$ cat src/rtl/keypad_pkg.sv
// keypad_pkg: scanner state encoding, key-code constants and the row/column layout lookup.
package keypad_pkg;

   typedef enum logic [1:0] {
      SCAN     = 2'd0,
      DEBOUNCE = 2'd1,
      PRESSED  = 2'd2
   } state_t;

   localparam logic [3:0] KEY_0    = 4'h0;
   localparam logic [3:0] KEY_1    = 4'h1;
   localparam logic [3:0] KEY_2    = 4'h2;
   localparam logic [3:0] KEY_3    = 4'h3;
   localparam logic [3:0] KEY_4    = 4'h4;
   localparam logic [3:0] KEY_5    = 4'h5;
   localparam logic [3:0] KEY_6    = 4'h6;
   localparam logic [3:0] KEY_7    = 4'h7;
   localparam logic [3:0] KEY_8    = 4'h8;
   localparam logic [3:0] KEY_9    = 4'h9;
   localparam logic [3:0] KEY_A    = 4'hA;
   localparam logic [3:0] KEY_B    = 4'hB;
   localparam logic [3:0] KEY_C    = 4'hC;
   localparam logic [3:0] KEY_D    = 4'hD;
   localparam logic [3:0] KEY_STAR = 4'hE;
   localparam logic [3:0] KEY_HASH = 4'hF;

   // Column 0 is the leftmost key of each row.
   function automatic logic [3:0] layout_code(input logic [1:0] row, input logic [1:0] col);
      logic [3:0] code;
      case ({row, col})
         4'b00_00: code = KEY_1;
         4'b00_01: code = KEY_2;
         4'b00_10: code = KEY_3;
         4'b00_11: code = KEY_A;
         4'b01_00: code = KEY_4;
         4'b01_01: code = KEY_5;
         4'b01_10: code = KEY_6;
         4'b01_11: code = KEY_B;
         4'b10_00: code = KEY_7;
         4'b10_01: code = KEY_8;
         4'b10_10: code = KEY_9;
         4'b10_11: code = KEY_C;
         4'b11_00: code = KEY_STAR;
         4'b11_01: code = KEY_0;
         4'b11_10: code = KEY_HASH;
         default:  code = KEY_D;
      endcase
      return code;
   endfunction

endpackage

$ cat src/rtl/keypad_scanner_if.sv
// keypad_scanner_if: keypad matrix lines, key-code output strobe and FSM debug state.
interface keypad_scanner_if;
   import keypad_pkg::*;

   // valid_o is a one-cycle strobe with no back-pressure: code_o is valid in that
   // cycle and stays stable until the next strobe; the consumer must take it then.
   logic [3:0] row_i;
   logic [3:0] col_o;
   logic [3:0] code_o;
   logic       valid_o;
   logic       held_o;
   state_t     dbg_state;

   modport slave  (input row_i, output col_o, code_o, valid_o, held_o, dbg_state);
   modport master (output row_i, input col_o, code_o, valid_o, held_o, dbg_state);

endinterface

$ cat src/rtl/keypad_tick_gen.sv
// keypad_tick_gen: SCAN_DIV prescaler, one-cycle tick strobe every SCAN_DIV clocks.
module keypad_tick_gen #(
   parameter int SCAN_DIV = 50000
) (
   input  logic clk,
   input  logic rst,
   output logic tick
);
   localparam int CW = $clog2(SCAN_DIV);

   logic [CW-1:0] cnt;

   assign tick = (cnt == CW'(SCAN_DIV - 1));

   always_ff @(posedge clk) begin
      if (rst || tick) cnt <= '0;
      else             cnt <= cnt + CW'(1);
   end

endmodule

$ cat src/rtl/keypad_scanner.sv
// keypad_scanner: scans a 4x4 keypad, debounces presses/releases and strobes one code per press.
// Auto-repeat of a held key is built only when KEYPAD_AUTOREPEAT_EN is defined.
module keypad_scanner
   import keypad_pkg::*;
#(
   parameter int SCAN_DIV     = 50000,
   parameter int DB_CNT       = 4,
   parameter int REPEAT_DELAY = 500,
   parameter int REPEAT_RATE  = 100
) (
   input  logic            clk,
   input  logic            rst,
   keypad_scanner_if.slave bus
);
   localparam int CW = $clog2(DB_CNT + 1);

   logic [3:0]    row_s1, row_s2;
   logic          tick;
   logic          samp_ok;
   logic [1:0]    samp_row;
   state_t        state, state_n;
   logic [1:0]    col_idx, col_idx_n, lat_row, lat_row_n;
   logic [CW-1:0] db_cnt, db_cnt_n, rel_cnt, rel_cnt_n;
   logic [3:0]    code, code_n;
   logic          valid, valid_n, held, held_n;

`ifdef KEYPAD_AUTOREPEAT_EN
   localparam int REP_MAX = (REPEAT_DELAY > REPEAT_RATE) ? REPEAT_DELAY : REPEAT_RATE;
   localparam int RW      = $clog2(REP_MAX + 1);
   logic [RW-1:0] rep_cnt, rep_cnt_n;
   logic          rep_first, rep_first_n;
`else
   logic unused_rep;
   assign unused_rep = (REPEAT_DELAY + REPEAT_RATE) != 0;
`endif

   always_ff @(posedge clk) begin
      if (rst) begin
         row_s1 <= 4'hF;
         row_s2 <= 4'hF;
      end else begin
         row_s1 <= bus.row_i;
         row_s2 <= row_s1;
      end
   end

   keypad_tick_gen #(.SCAN_DIV(SCAN_DIV)) u_tick (
      .clk  (clk),
      .rst  (rst),
      .tick (tick)
   );

   // Only a single low row is a usable sample; ghosting/multi-press reads as no key.
   always_comb begin
      samp_ok  = 1'b1;
      samp_row = 2'd0;
      case (row_s2)
         4'b1110: samp_row = 2'd0;
         4'b1101: samp_row = 2'd1;
         4'b1011: samp_row = 2'd2;
         4'b0111: samp_row = 2'd3;
         default: samp_ok  = 1'b0;
      endcase
   end

   always_comb begin
      state_n   = state;
      col_idx_n = col_idx;
      lat_row_n = lat_row;
      db_cnt_n  = db_cnt;
      rel_cnt_n = rel_cnt;
      code_n    = code;
      held_n    = held;
      valid_n   = 1'b0;
`ifdef KEYPAD_AUTOREPEAT_EN
      rep_cnt_n   = rep_cnt;
      rep_first_n = rep_first;
`endif
      if (tick) begin
         case (state)
            SCAN: begin
               if (samp_ok) begin
                  lat_row_n = samp_row;
                  db_cnt_n  = CW'(1);
                  rel_cnt_n = '0;
                  state_n   = DEBOUNCE;
               end else begin
                  col_idx_n = col_idx + 2'd1;
               end
            end
            DEBOUNCE: begin
               if (samp_ok && samp_row == lat_row) begin
                  if (int'(db_cnt) + 1 >= DB_CNT) begin
                     db_cnt_n = CW'(DB_CNT);
                     state_n  = PRESSED;
                     code_n   = layout_code(lat_row, col_idx);
                     valid_n  = 1'b1;
                     held_n   = 1'b1;
                  end else begin
                     db_cnt_n = db_cnt + CW'(1);
                  end
               end else begin
                  db_cnt_n  = '0;
                  state_n   = SCAN;
                  col_idx_n = col_idx + 2'd1;
               end
            end
            PRESSED: begin
               // Latched row still low keeps the press alive, whatever else is down.
               if (!row_s2[lat_row]) begin
                  rel_cnt_n = '0;
               end else if (int'(rel_cnt) + 1 >= DB_CNT) begin
                  rel_cnt_n = '0;
                  db_cnt_n  = '0;
                  held_n    = 1'b0;
                  state_n   = SCAN;
                  col_idx_n = col_idx + 2'd1;
               end else begin
                  rel_cnt_n = rel_cnt + CW'(1);
               end
            end
            default: state_n = SCAN;
         endcase
      end
`ifdef KEYPAD_AUTOREPEAT_EN
      if (tick && state == PRESSED && state_n == PRESSED) begin
         if (!rep_first && int'(rep_cnt) + 1 >= REPEAT_DELAY) begin
            valid_n     = 1'b1;
            rep_cnt_n   = '0;
            rep_first_n = 1'b1;
         end else if (rep_first && int'(rep_cnt) + 1 >= REPEAT_RATE) begin
            valid_n   = 1'b1;
            rep_cnt_n = '0;
         end else begin
            rep_cnt_n = rep_cnt + RW'(1);
         end
      end else if (state_n != PRESSED) begin
         rep_cnt_n   = '0;
         rep_first_n = 1'b0;
      end
`endif
   end

   always_ff @(posedge clk) begin
      if (rst) begin
         state   <= SCAN;
         col_idx <= 2'd0;
         lat_row <= 2'd0;
         db_cnt  <= '0;
         rel_cnt <= '0;
         code    <= 4'h0;
         valid   <= 1'b0;
         held    <= 1'b0;
`ifdef KEYPAD_AUTOREPEAT_EN
         rep_cnt   <= '0;
         rep_first <= 1'b0;
`endif
      end else begin
         state   <= state_n;
         col_idx <= col_idx_n;
         lat_row <= lat_row_n;
         db_cnt  <= db_cnt_n;
         rel_cnt <= rel_cnt_n;
         code    <= code_n;
         valid   <= valid_n;
         held    <= held_n;
`ifdef KEYPAD_AUTOREPEAT_EN
         rep_cnt   <= rep_cnt_n;
         rep_first <= rep_first_n;
`endif
      end
   end

   assign bus.col_o     = ~(4'b0001 << col_idx);
   assign bus.code_o    = code;
   assign bus.valid_o   = valid;
   assign bus.held_o    = held;
   assign bus.dbg_state = state;

endmodule
$ cat src/flat_wrapper.sv
// flat-port wrapper written by rule: the top's interface ports become plain ports
module keypad_scanner_flat import keypad_pkg::*;
#(
   parameter int SCAN_DIV     = 50000,
   parameter int DB_CNT       = 4,
   parameter int REPEAT_DELAY = 500,
   parameter int REPEAT_RATE  = 100
)
  (clk, rst, bus_row_i, bus_col_o, bus_code_o, bus_valid_o, bus_held_o, bus_dbg_state);
  keypad_scanner_if bus_i ();
  input  logic clk;
  input  logic rst;
  input wire logic [$bits(bus_i.row_i)-1:0] bus_row_i;
  output wire logic [$bits(bus_i.col_o)-1:0] bus_col_o;
  output wire logic [$bits(bus_i.code_o)-1:0] bus_code_o;
  output wire logic [$bits(bus_i.valid_o)-1:0] bus_valid_o;
  output wire logic [$bits(bus_i.held_o)-1:0] bus_held_o;
  output wire logic [$bits(bus_i.dbg_state)-1:0] bus_dbg_state;
  assign bus_i.row_i = bus_row_i;
  assign bus_col_o = bus_i.col_o;
  assign bus_code_o = bus_i.code_o;
  assign bus_valid_o = bus_i.valid_o;
  assign bus_held_o = bus_i.held_o;
  assign bus_dbg_state = bus_i.dbg_state;
  keypad_scanner #(.SCAN_DIV(SCAN_DIV), .DB_CNT(DB_CNT), .REPEAT_DELAY(REPEAT_DELAY), .REPEAT_RATE(REPEAT_RATE)) u_core (.clk(clk), .rst(rst), .bus(bus_i));
endmodule
$ cat config.mk
export PLATFORM = sky130hd
export DESIGN_NAME = keypad_scanner_flat
export DESIGN_NICKNAME = d
export VERILOG_FILES = /design/src/rtl/keypad_pkg.sv /design/src/rtl/keypad_scanner_if.sv /design/src/rtl/keypad_tick_gen.sv /design/src/rtl/keypad_scanner.sv /design/src/flat_wrapper.sv
export SDC_FILE = /design/constraint.sdc
export NUM_CORES = 1
export LEC_CHECK = 0
export BUFFER_PORTS_ARGS = -buffer_cell sky130_fd_sc_hd__buf_2
export CORE_ASPECT_RATIO = 0.6
export CORE_MARGIN = 10
export CORE_UTILIZATION = 65
export CTS_BUF_LIST = sky130_fd_sc_hd__clkbuf_4 sky130_fd_sc_hd__clkbuf_8
export DETAILED_ROUTE_END_ITERATION = 8
export GPL_TIMING_DRIVEN = 0
export PLACE_DENSITY = 0.88
export SLEW_MARGIN = 10
export SYNTH_ARGS = -nofsm -noshare
export SYNTH_HDL_FRONTEND = slang
export SYNTH_SLANG_ARGS = --single-unit
$ cat constraint.sdc
create_clock -name clk -period 5.35 [get_ports clk]
set_clock_uncertainty 0.15 [all_clocks]
set_input_delay 0.2675 -clock clk [delete_from_list [all_inputs] [get_ports clk]]
set_output_delay 0.2675 -clock clk [all_outputs]
set_load 0.005 [all_outputs]
# After elaboration in Yosys (flattened, before gate mapping)
# Memory sizes are Yosys's and may differ from the RTL's. A register that Yosys moved wholly into a read port is not among the register bits.
# Index checks and enable logic that the tools add are counted.
# classes
addsub	6
n_lt_le_gt_ge	3
n_eq_ne	16
shift	1
n_mux	31
bitwise	4
reduce_logical	15
# op_table
cell	count
>= comparator 32 x 4 -> 1 bit (second input constant)	2
two-way mux 3 bit	8
two-way mux 2 bit	9
case mux 2 bit (3 select lines)	3
adder 16 x 1 -> 16 bit (second input constant)	1
== test 16 bit (second input constant)	1
== test 4 bit (second input constant)	3
AND reduction 6 bit	2
inequality test 2 x 1 -> 1 bit (second input constant)	5
AND reduction 5 bit	2
case mux 3 bit (3 select lines)	1
adder 3 x 1 -> 4 bit (second input constant)	2
OR reduction 4 bit	2
two-way mux 1 bit	7
adder 3 x 1 -> 3 bit (second input constant)	2
case mux 3 bit (2 select lines)	1
AND reduction 3 bit	2
== test 4 x 3 -> 1 bit (second input constant)	1
inequality test 2 bit (second input constant)	2
inverter 4 bit	1
AND reduction 4 bit	1
nonzero test 2 bit	2
<< shifter 1 x 2 -> 4 bit (first input constant)	1
less-than comparator 2 x 3 -> 1 bit (second input constant)	1
other kinds (12)	14
# word_totals
reg_bits	38
rom_bits	64
in_bits	6
output_inout_bits	12
wordCells	87
mem_count	1
# memory_table
memory	depth	width	read_ports	rd_clocked_by_memory_dff	write_ports	line_no	source
(name not given)	16	4	1	1	0	keypad_pkg.sv:30	case ({row, col})

# Logic depth before layout (Yosys ltp)
# logic_depth
word_depth	6
mapped_depth	8
ltp_nobuf	7

# Cells and area by module
# Synthesis repeated with hierarchy kept, for this count alone.
# hier_totals
hier_cells	253
hier_area_um2	2302.2
# by_module_without_submodules
mod	n_inst	cells_each	area_per_inst_um2	seq_area_each_um2
keypad_scanner	1	171	1570.3	520.5
keypad_tick_gen	1	82	732.0	320.3

# Worst setup path after synthesis
# No wires, ideal clock.
# synth_timing
path_kind	register to register
from	register u_core.u_tick.cnt[0]
to	register u_core.col_idx[0]
setup_time_ps	121
arrival_time_ps	1848
t_required_ps	5079
slack_ps	3231
stages_incl_launch_ff	8
path_buffers	1
synth_period_minus_slack_ps	2119
cell_sequence	dfxtp_1 ha_1 and3_1 clkbuf_2 nand4_2 a211oi_2 and4b_4 mux2_4
# synth_via
elab_chain_len	2
# synth_lines
element	line_no	source
start, declared	keypad_tick_gen.sv:11	logic [CW-1:0] cnt;
start signal, assigned	keypad_tick_gen.sv:17	else cnt <= cnt + CW'(1);
== test 16 bit	keypad_tick_gen.sv:13	assign tick = (cnt == CW'(SCAN_DIV - 1));
AND reduction 6 bit (no line)	--	
end signal, assigned	keypad_scanner.sv:160	col_idx <= col_idx_n;
end, declared	keypad_scanner.sv:22	logic [1:0] col_idx, col_idx_n, lat_row, lat_row_n;
# No other way between the ends.
# A chain may end at the register's enable or synchronous reset.

# Worst setup path in the final report
# Ends and elaborated chain as after synthesis.

==> metrics.md <==
| Metric | Value |
|---|---|
| Clk pin slew, worst setup/hold paths | `80 ps` |
| Yosys cell types | `60` |
| Pins Over Slew Limit | `0` |
| Most common cell after layout, fill and taps aside | `dfxtp_1` |
| Initial Util | `69.0%` |
| Top Ports | `18` |
| Gpl congestion | `0.918` |
| Reg2reg setup slack | `roughly 2800 ps` |
| Die X | `96.4 µm` |
| Layout cells sized above 1 | `20.3%` |
| Final WL | `between 5 and 6 mm` |
| CP max stage delay | `a little over 500 ps` |
| Total GRT Usage | `approximately 16%` |
| CP Capture Type | `flip-flop` |
| Worst-path fanout max | `8` |
| Post-synth EDFFs | `0` |
| Post-Syn Instances | `250` |
| LEAKAGE | `1.07 nW` |
| Reg2reg start | `u_core.u_tick.cnt[0]$_SDFF_PP0_` |
| Core ar. | `approximately 0.0033 mm²` |
| DRC Markers | `0` |
| Vias per cell | `5.85` |
| R2r worst-path depth | `7` |
| Crit-path cells | `ha_1 > and3_1 > clkbuf_2 > nand4_2 > a211oi_2 > and4b_4 > mux2_4` |
| CTS resizes | `0` |
| Hold Path Origin | `bus_row_i[2]` |
| Reg2Reg Capture Point | `u_core.col_idx[0]$_SDFFE_PP0P_` |
| Flop and latch count out of synthesis | `42` |
| Fraction of registers with async set or reset after synthesis | `0%` |
| Clock buffer depth | `2` |
| Outcome | `complete, no violations` |
| Vias in the first global route | `1733` |
| Skew-Pair Late Insertion Delay | `290 ps` |
| Largest net degree at the start of global routing | `13` |
| Slowest CP cell | `a211oi_2` |
| Highest clock rate | `395 MHz` |
| Critical Path Start | `u_core.u_tick.cnt[0]$_SDFF_PP0_` |
| H-tree depth | `2` |
| Pwr dens | `237 mW/mm²` |
| Worst path arrival time | `2570 ps` |
| WL per Instance | `~16 µm` |
| Most frequent cells in the layout | `42 x dfxtp_1, 33 x nor2_1, 20 x buf_2` |
| FP Rows | `16` |
| Post-route ant nets | `0` |
| Initial antenna violation count | `0` |
| Clock buffer count from CTS | `5` |
| Main flop type after synthesis | `dfxtp_1` |
| Post-Layout Cell Count | `321` |
| Placed Area | `0.00242 mm²` |
| CTS root buf | `clkbuf_8` |
| DR vias | `~1900` |
| WS Path Type | `reg -> reg` |
| Type of the worst min-delay path | `in -> reg` |
| Unrepaired setup endpoints after global routing | `no` |
| Hold endpoint | `u_core.row_s1[2]$_SDFF_PP1_` |
| Syn Std Cell Area | `0.00228 mm²` |
| Number of buffers added on ports | `17` |
| Slew HR | `between 60% and 70%` |
| Placed wire-length estimate | `3.55 mm` |
| Post-CTS Setup Bufs | `0` |
| Critical Path Source Type | `flip-flop` |
| Worst EP required | `~5400 ps` |
| Max IR drop VDD | `193 µV` |
| Fillers | `roughly 240` |
| Iter 0 DRT Violations | `271` |
| Synth Area per Inst | `9.11 µm²` |
| Post-placement cell count | `between 300 and 400` |
| First-pass GRT wire length | `8.31 mm` |
| Grt ovf | `0` |
| TritonRoute pass-1 iters | `4` |
| Pre-CTS WS | `between 2000 and 3000 ps` |
| Hold Path Depth | `2` |
| NumNets Final | `295` |
| Final Setup Violations | `0` |
| Setup ws final | `2820 ps` |
| Height of the die | `65.9 µm` |
| Tmin final | `2530 ps` |
| Final instance area | `0.00255 mm²` |
| Setup TNS | `0 ps` |
| Yosys synthesis warning count | `0` |
| WHS | `0.603 ps` |
| Clk sink count | `42` |
| Syn Nets | `269` |
| Post-CTS Hold Fix Bufs | `0` |
| Die area | `0.00635 mm²` |
| # diodes | `0` |
| CTS tree | `done` |
| Final hold viol count | `0` |
| Tightest Pin Transition | `576 ps` |
| Seq/Total Area, Yosys | `a little under two fifths` |
| Fin crit share | `47.3%` |
| Max cap viols | `0` |
| Area growth from synthesis to layout | `12.0%` |
metrics by stage:
stage	power, mW	utilization (%)
3_5_place_dp	0.356	73.3
2_1_floorplan	0.348	-
6_report	0.606	77.3
5_1_grt	0.624	77.3
3_3_place_gp	0.354	73.3
4_1_cts	0.604	76.7
routing by layer:
layer | GRT usage [%] | vias up | part of all wire [%]
li1 | - | 915 | -
met1 | 22.5 | 872 | 48
met2 | 23.6 | 85 | 43
met3 | 5.44 | 5 | 8.8
met4 | 4.33 | 0 | 0.62
met5 | 0 | - | 0
registers in the layout, summed over array words and instances, names as in the netlist:
register	flops
u_core.col_idx	2
u_core.bus.dbg_state	2
u_core.bus.held_o	1
u_core.lat_row	2
u_core.row_s1	4
u_core.bus.valid_o	1
u_core.db_cnt	3
u_core.bus.code_o	4
u_core.row_s2	4
u_core.rel_cnt	3
u_core.u_tick.cnt	16
report_power, final:
group | internal [mW] | switching [mW] | total (mW)
registers | 0.317 | 0.00314 | 0.320
logic | 0.0137 | 0.0171 | 0.0308
clock network | 0.149 | 0.106 | 0.255
cell families (layout without fill, tap and decap cells):
family | after synthesis | after routing | share of synthesized area [%]
compound gates | 38 | 38 | 12.7
fa+ha+maj | 13 | 13 | 7.14
xor+xnor | 15 | 15 | 5.77
flops | 42 | 42 | 36.9
simple gates | 106 | 106 | 26.3
buf+inv | 25 | 51 | 5.49
mux | 11 | 11 | 5.71
worst max-delay path, delay by kind of cell (launching register included):
kind | cells | cell delay (ps)
adders and majority gates | 1 | 200
AOI/OAI and AO/OA | 1 | 510
muxes | 1 | 290
and+or+nand+nor | 3 | 700
buffers and inverters | 1 | 190
DFF | 1 | 390
worst max path at each step:
stage / to / cells past startpoint
final: u_core.col_idx[0]$_SDFFE_PP0P_ / 7
after global routing: u_core.col_idx[0]$_SDFFE_PP0P_ / 7
after CTS: u_core.col_idx[0]$_SDFFE_PP0P_ / 7
after detailed placement: u_core.col_idx[0]$_SDFFE_PP0P_ / 7
after global placement: u_core.col_idx[0]$_SDFFE_PP0P_ / 7
after floorplan: u_core.col_idx[0]$_SDFFE_PP0P_ / 7
area by class of cell:
class	instances	area, µm²	share of cell area, %
multi-input combinational	183	1310	51.4
inverter	13	48.8	1.91
timing repair buffer	19	105	4.12
clock buffer	6	82.6	3.24
clock inverter	1	30.0	1.18
sequential	42	841	32.9
tap	45	56.3	2.21
buffer	12	76.3	2.99
Yosys cell counts (all sizes together) (2+ instances only):
| master | instances | share of area, % |
|---|---|---|
| a211oi | 3 | 1.2 |
| inv | 13 | 2.1 |
| or3 | 4 | 1.1 |
| dfxtp | 42 | 37 |
| nand2 | 16 | 2.6 |
| and2 | 4 | 1.1 |
| o211ai | 4 | 1.5 |
| nand3 | 8 | 1.8 |
| a221oi | 2 | 0.77 |
| and3 | 5 | 1.4 |
| nand3b | 4 | 1.3 |
| nand2b | 4 | 1.1 |
| mux2i | 7 | 3.1 |
| o21ai | 6 | 1.3 |
| a21oi | 10 | 2.5 |
| xor2 | 10 | 3.8 |
| or2 | 10 | 2.7 |
| and4b | 3 | 1.6 |
| buf | 5 | 1.6 |
| clkbuf | 7 | 1.7 |
| and4 | 3 | 1.2 |
| ha | 13 | 7.1 |
| nor2 | 34 | 5.7 |
| mux2 | 3 | 1.6 |
| nand4 | 3 | 1.1 |
| a211o | 2 | 0.77 |
| xnor2 | 5 | 1.9 |
Note: power is estimated with default switching activity, not from simulation.
